==> config.mk <==
export PLATFORM = sky130hd
export DESIGN_NAME = count_cmd_scheduler_flat
export DESIGN_NICKNAME = d
export VERILOG_FILES = /design/src/rtl/count_cmd_scheduler_if.sv /design/src/rtl/count_cmd_scheduler.sv /design/src/flat_wrapper.sv
export SDC_FILE = /design/constraint.sdc
export NUM_CORES = 1
export LEC_CHECK = 0
export ABC_AREA = 1
export ABC_CLOCK_PERIOD_IN_PS = 4500
export CAP_MARGIN = 20
export CORE_ASPECT_RATIO = 2
export CORE_UTILIZATION = 50
export DETAILED_ROUTE_END_ITERATION = 6
export MAX_ROUTING_LAYER = met4
export PLACE_DENSITY = 0.78
export SYNTH_ARGS = -nofsm -noshare
export SYNTH_HDL_FRONTEND = slang
export SYNTH_SLANG_ARGS = --single-unit
==> constraint.sdc <==
create_clock -name clk -period 4.5 [get_ports clk]
set_input_delay 0.9 -clock clk [delete_from_list [all_inputs] [get_ports clk]]
set_output_delay 0.9 -clock clk [all_outputs]
set_load 0.01 [all_outputs]
==> src/rtl/count_cmd_scheduler_if.sv <==
// rtl/count_cmd_scheduler_if.sv - requester command ports and counter status bundle
//
// Purpose: groups the two requester valid/ready command ports and the shared
// counter status outputs of count_cmd_scheduler into one bundle.
// Signals:
//   req0_valid/req0_ready/req0_op/req0_arg  requester 0 command port
//   req1_valid/req1_ready/req1_op/req1_arg  requester 1 command port
//   op encoding: 00 LOAD, 01 UP, 10 DOWN, 11 CLEAR
//   count       current register value
//   busy        high while a command is executing or completing
//   done_valid  one-cycle completion strobe
//   done_id     requester id of the completed command
// Modports:
//   master  requester side (drives commands, observes status)
//   slave   scheduler side
interface count_cmd_scheduler_if #(
    parameter int WIDTH = 8
);
    logic             req0_valid;
    logic             req0_ready;
    logic [1:0]       req0_op;
    logic [WIDTH-1:0] req0_arg;
    logic             req1_valid;
    logic             req1_ready;
    logic [1:0]       req1_op;
    logic [WIDTH-1:0] req1_arg;
    logic [WIDTH-1:0] count;
    logic             busy;
    logic             done_valid;
    logic             done_id;

    modport master (
        output req0_valid, req0_op, req0_arg,
        output req1_valid, req1_op, req1_arg,
        input  req0_ready, req1_ready,
        input  count, busy, done_valid, done_id
    );

    modport slave (
        input  req0_valid, req0_op, req0_arg,
        input  req1_valid, req1_op, req1_arg,
        output req0_ready, req1_ready,
        output count, busy, done_valid, done_id
    );
endinterface

==> src/rtl/count_cmd_scheduler.sv <==
// rtl/count_cmd_scheduler.sv - two-requester round-robin scheduler for a shared up/down count register
//
// Purpose: arbitrates LOAD/UP/DOWN/CLEAR commands from two requesters and
// executes them one at a time on an internal WIDTH-bit count register.
// Ports:
//   clk   rising-edge clock
//   rst   asynchronous active-low reset
//   bus   count_cmd_scheduler_if.slave (command ports, count, busy, done strobe)
module count_cmd_scheduler #(
    parameter int WIDTH = 8
) (
    input  logic                   clk,
    input  logic                   rst,
    count_cmd_scheduler_if.slave   bus
);
    localparam logic [1:0] ST_IDLE = 2'd0;
    localparam logic [1:0] ST_EXEC = 2'd1;
    localparam logic [1:0] ST_DONE = 2'd2;

    localparam logic [1:0] OP_LOAD  = 2'b00;
    localparam logic [1:0] OP_UP    = 2'b01;
    localparam logic [1:0] OP_DOWN  = 2'b10;
    localparam logic [1:0] OP_CLEAR = 2'b11;

    logic [1:0]       state_q, state_d;
    logic [1:0]       op_q, op_d;
    logic [WIDTH-1:0] rem_q, rem_d;       // LOAD value or remaining UP/DOWN steps
    logic             id_q, id_d;
    logic             last_grant_q, last_grant_d;
    logic [WIDTH-1:0] count_q, count_d;
    logic             busy_q, busy_d;
    logic             done_valid_q, done_valid_d;
    logic             done_id_q, done_id_d;

    logic             grant0, grant1;
    logic             ready0, ready1;

    // On a tie the requester that did not win last time gets the grant.
    always_comb begin
        grant0 = bus.req0_valid & (~bus.req1_valid | last_grant_q);
        grant1 = bus.req1_valid & (~bus.req0_valid | ~last_grant_q);
        ready0 = grant0 & (state_q == ST_IDLE);
        ready1 = grant1 & (state_q == ST_IDLE);
    end

    always_comb begin
        state_d      = state_q;
        op_d         = op_q;
        rem_d        = rem_q;
        id_d         = id_q;
        last_grant_d = last_grant_q;
        count_d      = count_q;

        case (state_q)
            ST_IDLE: begin
                if (ready0) begin
                    op_d         = bus.req0_op;
                    rem_d        = bus.req0_arg;
                    id_d         = 1'b0;
                    last_grant_d = 1'b0;
                    state_d      = ST_EXEC;
                end else if (ready1) begin
                    op_d         = bus.req1_op;
                    rem_d        = bus.req1_arg;
                    id_d         = 1'b1;
                    last_grant_d = 1'b1;
                    state_d      = ST_EXEC;
                end
            end
            ST_EXEC: begin
                case (op_q)
                    OP_LOAD: begin
                        count_d = rem_q;
                        state_d = ST_DONE;
                    end
                    OP_CLEAR: begin
                        count_d = '0;
                        state_d = ST_DONE;
                    end
                    default: begin
                        // UP/DOWN: one step per cycle; a zero step count still
                        // spends one EXEC cycle with the count held.
                        if (rem_q != '0) begin
                            if (op_q == OP_UP) begin
                                count_d = count_q + WIDTH'(1);
                            end else begin
                                count_d = count_q - WIDTH'(1);
                            end
                            rem_d = rem_q - WIDTH'(1);
                        end
                        if (rem_q <= WIDTH'(1)) begin
                            state_d = ST_DONE;
                        end
                    end
                endcase
            end
            ST_DONE: begin
                state_d = ST_IDLE;
            end
            default: begin
                state_d = ST_IDLE;
            end
        endcase
    end

    // Status outputs are registered from the next-state value so they line up
    // with the state they describe.
    always_comb begin
        busy_d       = (state_d != ST_IDLE);
        done_valid_d = (state_d == ST_DONE);
        done_id_d    = (state_d == ST_DONE) ? id_q : done_id_q;
    end

    always_ff @(posedge clk or negedge rst) begin
        if (!rst) begin
            state_q      <= ST_IDLE;
            op_q         <= OP_LOAD;
            rem_q        <= '0;
            id_q         <= 1'b0;
            last_grant_q <= 1'b1;
            count_q      <= '0;
            busy_q       <= 1'b0;
            done_valid_q <= 1'b0;
            done_id_q    <= 1'b0;
        end else begin
            state_q      <= state_d;
            op_q         <= op_d;
            rem_q        <= rem_d;
            id_q         <= id_d;
            last_grant_q <= last_grant_d;
            count_q      <= count_d;
            busy_q       <= busy_d;
            done_valid_q <= done_valid_d;
            done_id_q    <= done_id_d;
        end
    end

    assign bus.req0_ready = ready0;
    assign bus.req1_ready = ready1;
    assign bus.count      = count_q;
    assign bus.busy       = busy_q;
    assign bus.done_valid = done_valid_q;
    assign bus.done_id    = done_id_q;
endmodule

==> src/flat_wrapper.sv <==
// flat-port wrapper written by rule: the top's interface ports become plain ports
module count_cmd_scheduler_flat 
#(
    parameter int WIDTH = 8
)
  (clk, rst, bus_req0_valid, bus_req0_op, bus_req0_arg, bus_req1_valid, bus_req1_op, bus_req1_arg, bus_req0_ready, bus_req1_ready, bus_count, bus_busy, bus_done_valid, bus_done_id);
  count_cmd_scheduler_if #(.WIDTH(WIDTH)) bus_i ();
  input  logic clk;
  input  logic rst;
  input wire logic [$bits(bus_i.req0_valid)-1:0] bus_req0_valid;
  input wire logic [$bits(bus_i.req0_op)-1:0] bus_req0_op;
  input wire logic [$bits(bus_i.req0_arg)-1:0] bus_req0_arg;
  input wire logic [$bits(bus_i.req1_valid)-1:0] bus_req1_valid;
  input wire logic [$bits(bus_i.req1_op)-1:0] bus_req1_op;
  input wire logic [$bits(bus_i.req1_arg)-1:0] bus_req1_arg;
  output wire logic [$bits(bus_i.req0_ready)-1:0] bus_req0_ready;
  output wire logic [$bits(bus_i.req1_ready)-1:0] bus_req1_ready;
  output wire logic [$bits(bus_i.count)-1:0] bus_count;
  output wire logic [$bits(bus_i.busy)-1:0] bus_busy;
  output wire logic [$bits(bus_i.done_valid)-1:0] bus_done_valid;
  output wire logic [$bits(bus_i.done_id)-1:0] bus_done_id;
  assign bus_i.req0_valid = bus_req0_valid;
  assign bus_i.req0_op = bus_req0_op;
  assign bus_i.req0_arg = bus_req0_arg;
  assign bus_i.req1_valid = bus_req1_valid;
  assign bus_i.req1_op = bus_req1_op;
  assign bus_i.req1_arg = bus_req1_arg;
  assign bus_req0_ready = bus_i.req0_ready;
  assign bus_req1_ready = bus_i.req1_ready;
  assign bus_count = bus_i.count;
  assign bus_busy = bus_i.busy;
  assign bus_done_valid = bus_i.done_valid;
  assign bus_done_id = bus_i.done_id;
  count_cmd_scheduler #(.WIDTH(WIDTH)) u_core (.clk(clk), .rst(rst), .bus(bus_i));
endmodule
==> reports/summary.txt, run 1 <==
Seq cells post-synth: 25
Hold WC Path Type: reg -> reg
WP data required: 3.60 ns
CTS HTree Levels: 1
Area growth syn-to-layout: 22.9%
Setup ws final: 1.06 ns
Share of the synthesized area in the top cell type: 0.318
EDFF count, synth: 0
I/O pins: 37
Residual DRC: 0
Chip width: 45.4 um
Core footprint: 0.00361 mm^2
Fill cells: 344
Longest Clk Path Bufs: 2
Antenna violations before repair: 0
CTS tree: done
CTS Root Cell: clkbuf_8
Biggest area consumer among synthesized cells: dfrtp_1
Crit path kind: in -> out
Pre-antenna DRT Iters: 4
Die area: 0.00404 mm^2
Gr usage total: 0.246
Routed length per placed instance: 12.0 um
Top cells by count, synth: 90 x nand2_1, 37 x inv_1, 24 x dfrtp_1, 24 x nor2_1, 22 x nand3_1
Post-route antenna net violation count: 0
N_diodes: 0
Total grt overflow: 0
Ys flop type: dfrtp_1
Ys async rst share: 1.00
Vias in the first global route: 1717
Final hold violation count: 0
Seq/Total Area, Yosys: 0.332
Max-cap violations: 0
Arr. time, crit path: 2.54 ns
Row count: 31
Crit path time final: 3.44 ns
Status: completed
Ranking of synthesized cells by area: dfrtp_1 32%, nand2_1 18%, inv_1 7.4%, ha_1 7.3%, nand3_1 5.8%
Initial Utilization: 0.523
Routed wire length: 4290 um
Worst-path clk slew: 0.09 ns
Largest net degree at the start of global routing: 24
Max Fclk: 0.291 GHz
Post-place setup slack: 1.05 ns
Initial drt markers: 32
Vias: 1822
Worst slew pin tran: 0.438 ns
Critical Path Start Type: input pin
Synth warn: 0
Clock Latency Late Sink: 0.27 ns
Final core occ: 0.643
Post-Syn Area: 0.00189 mm^2
Share of cells above drive strength 1: 0.0912
Die Ht: 88.9 um
Crit path max fanout: 13
Final Skew: 0.00255 ns
Syn_nets: 307
Crit. End Element: primary output
Top-count cell post-synth: nand2_1
Peak VDD IR: 0.433 mV
RSZ-0062 raised after global routing: false
Endpoints failing setup: 0
Synth Instances: 271
CTS Buf Count: 3
# hold bufs at CTS: 0
First-pass GRT wire length: 7100 um
Fin Setup TNS: 0 ns
Worst slew margin relative to its limit: 0.707
IO Port Bufs: 36
CTS Sinks: 25
Syn Area/Cell: 6.96 um^2
Placer Congestion: 0.831
Final slew viol count: 0
LEAKAGE: 1.20 nW
Cts repair resizes: 0
Layout Nets: 344
Cell Pwr Density: 815 mW/mm^2
Distinct cells, synth: 29
Drt via density: 5.12
Post-CTS Setup Bufs: 0
Hpwl dp: 3450 um
Period utilization: 0.764
## state kept, by name, summed over array words and instances (netlist names)
signal / cells
u_core.bus.done_id: 1
u_core.bus.done_valid: 1
u_core.rem_q: 8
u_core.last_grant_q: 1
u_core.op_q: 2
u_core.state_q: 2
u_core.id_q: 1
u_core.bus.count: 8
u_core.bus.busy: 1
## placed cells by master, fill, tap and decap left out, drive strengths merged
master	netlist	routed
clkdlybuf4s50	0	36
dfrtp	24	24
a21oi	13	13
fa	1	1
nand3b	1	1
o211ai	1	1
inv	42	42
dfstp	1	1
o22ai	4	4
clkbuf	0	3
clkinv	0	1
nand3	26	26
xor2	2	2
buf	5	1
nor3	2	2
nand4	2	2
nor2	27	27
nand2	93	93
ha	11	11
o21ai	16	16
## metal layers
metal  wire, um  GRT usage
met3        108     0.0143
met1       1580      0.239
met2       2520      0.464
met5          0          -
met4         76      0.113
## per-stage QoR
step / cell area [um^2] / cells / power, mW / hold slack [ns]
after floorplan: 1890 / 271 / 1.45 / 0.457
after CTS: 2320 / 356 / 1.90 / 0.490
after detailed placement: 2270 / 352 / 1.76 / 0.476
after global placement: 2270 / 352 / 1.73 / 0.473
final: 2320 / 356 / 1.89 / 0.486
after global routing: 2320 / 356 / 2.09 / 0.510
## critical path, stage by stage
cell,delay (ns)
clkdlybuf4s50_1,0.42
nand2_1,0.14
nand3_2,0.23
inv_2,0.27
clkdlybuf4s50_1,0.58
## path summary, 6_finish.rpt
kind / start / end / slack (ns) / depth (start not counted)
min reg2reg: u_core.last_grant_q$_DFFE_PN1P_ / u_core.last_grant_q$_DFFE_PN1P_ / 0.49 / 2
max: bus_req1_valid / bus_req0_ready / 1.06 / 5
max reg2reg: u_core.op_q[1]$_DFFE_PN0P_ / u_core.bus.count[7]$_DFFE_PN0P_ / 2.51 / 11
min in group asynchronous: rst / u_core.bus.count[5]$_DFFE_PN0P_ / 0.79 / 1
min: u_core.last_grant_q$_DFFE_PN1P_ / u_core.last_grant_q$_DFFE_PN1P_ / 0.49 / 2
max in group asynchronous: rst / u_core.last_grant_q$_DFFE_PN1P_ / 3.16 / 2
## power breakdown
group	switching, mW	total (mW)	internal [mW]
registers	0.0907	0.435	0.344
clock network	0.0732	0.135	0.0620
logic	0.813	1.32	0.508
## final cells by class
| type | count | area, um^2 | share of cell area |
|---|---|---|---|
| Clock buffer | 3 | 41.3 | 0.0178 |
| Timing Repair Buffer | 37 | 368 | 0.159 |
| Inverter | 42 | 158 | 0.0680 |
| Multi-Input combinational cell | 199 | 1060 | 0.457 |
| Sequential cell | 25 | 627 | 0.270 |
| Tap cell | 49 | 61.3 | 0.0264 |
| Clock inverter | 1 | 5.00 | 0.00216 |
## logic make-up after synthesis
group           count (synthesis)  synth area share
xor+xnor                        2           0.00929
buf+inv                        47             0.106
fa+ha+maj                      12            0.0836
flops                          25             0.332
simple gates                  151             0.357
compound gates                 34             0.112
Power figures use the tool's default switching activity.
==> inputs of run 2 (changes only) <==
Settings changed: ABC_CLOCK_PERIOD_IN_PS 4500 to 3600.
Clock period 4.5 ns to 3.6 ns, I/O delays scaled along.
==> reports/summary.txt, run 2 (synthesis results as in run 1) <==
Status: completed
Critical Path Start Type: input pin
Placer Congestion: 0.822
WP buf/inv: 3
Final slew viol count: 0
Drt via density: 5.04
Crit. End Element: primary output
Layout Nets: 345
Arr. time, crit path: 2.14 ns
Cts repair resizes: 0
Final hold violation count: 0
Peak VDD IR: 0.534 mV
Power Total: 2.37 mW
Die area: 0.00404 mm^2
Share of cells above drive strength 1: 0.0942
Crit path max fanout: 12
Gr usage total: 0.253
Pre-antenna DRT Iters: 6
Hold WC Path Type: reg -> reg
Slowest-stage cell, CP: clkdlybuf4s50_1
Routed wire length: 4250 um
Final Skew: 0.00518 ns
CTS Root Cell: clkbuf_8
Fin area: 0.00233 mm^2
Area growth syn-to-layout: 23.3%
Chip width: 45.4 um
Residual DRC: 0
DP Cell Count: 353
Clock Latency Late Sink: 0.27 ns
Finished Layout Cells: 357
Crit-path leading delay family: buffers and inverters
Crit path time final: 2.86 ns
Routed length per placed instance: 11.9 um
RSZ-0062 raised after global routing: false
Period utilization: 0.795
Max Fclk: 0.349 GHz
Setup ws final: 0.738 ns
Initial Utilization: 0.523
Vias in the first global route: 1726
CTS Buf Count: 3
Final core occ: 0.645
Post-route antenna net violation count: 0
Fill cells: 356
Worst path cell trace: clkdlybuf4s50_1 -> nand2_1 -> nand3_2 -> inv_2 -> clkdlybuf4s50_1
LEAKAGE: 1.20 nW
Die Ht: 88.9 um
Row count: 31
WP data required: 2.88 ns
Longest Clk Path Bufs: 2
DP Area: 0.00228 mm^2
First-pass GRT wire length: 7350 um
Largest stage delay, worst path: 0.58 ns
Core footprint: 0.00361 mm^2
# hold bufs at CTS: 0
Max-cap violations: 0
CTS Sinks: 25
CTS tree: done
Post-place setup slack: 0.721 ns
Worst slew margin relative to its limit: 0.715
Worst-path clk slew: 0.09 ns
I/O pins: 37
Worst slew pin tran: 0.426 ns
Antenna violations before repair: 0
N_diodes: 0
Total grt overflow: 0
Initial drt markers: 41
Crit path kind: in -> out
Most common cell after layout, fill and taps aside: nand2_1
Vias: 1799
CP dominant cell by count: clkdlybuf4s50_1
Hold WS: 0.489 ns
Largest net degree at the start of global routing: 26
Cell Pwr Density: 1020 mW/mm^2
Fin Setup TNS: 0 ns
Endpoints failing setup: 0
CTS HTree Levels: 1
IO Port Bufs: 36
Hpwl dp: 3440 um
Most frequent cells in the layout: 90 x nand2_1, 37 x inv_1, 36 x clkdlybuf4s50_1
Post-CTS Setup Bufs: 0
==> run 2: worst min-delay path: stages (launching register included) <==
cell and delay, ns:
dfstp_2 0.37, inv_1 0.06, a21oi_1 0.06
==> run 2: routing by layer <==
metal  vias up  part of all wire  wire length, um  track usage
met2        36              0.60             2530        0.482
li1        929                 -                -            -
met4         0             0.017               71       0.0937
met3         7             0.020               85       0.0224
met5         -                 0                0            -
met1       827              0.37             1560        0.246
==> run 2: power breakdown <==
group / switching (mW) / internal [mW] / leakage [nW]
clock network: 0.0917 / 0.0775 / 0.0255
registers: 0.113 / 0.430 / 0.304
logic: 1.02 / 0.638 / 0.874
total: 1.22 / 1.15 / 1.20
==> run 2: cell type report <==
class	instances	area (um^2)	area share
repair buffers	38	375	0.161
multi-input cells	199	1060	0.455
flip-flops and latches	25	627	0.269
clock buffers	3	41.3	0.0177
clock inverters	1	5.00	0.00215
inverters	42	158	0.0677
well taps	49	61.3	0.0263
==> run 2: worst paths after layout <==
check | from | slack, ns | cells past startpoint | to
min in group asynchronous | rst | 0.81 | 2 | u_core.bus.count[2]$_DFFE_PN0P_
hold / removal | u_core.last_grant_q$_DFFE_PN1P_ | 0.49 | 2 | u_core.last_grant_q$_DFFE_PN1P_
setup reg to reg | u_core.op_q[1]$_DFFE_PN0P_ | 1.61 | 11 | u_core.bus.count[7]$_DFFE_PN0P_
setup / recovery | bus_req1_valid | 0.74 | 5 | bus_req0_ready
max in group asynchronous | rst | 2.50 | 2 | u_core.last_grant_q$_DFFE_PN1P_
hold reg to reg | u_core.last_grant_q$_DFFE_PN1P_ | 0.49 | 2 | u_core.last_grant_q$_DFFE_PN1P_
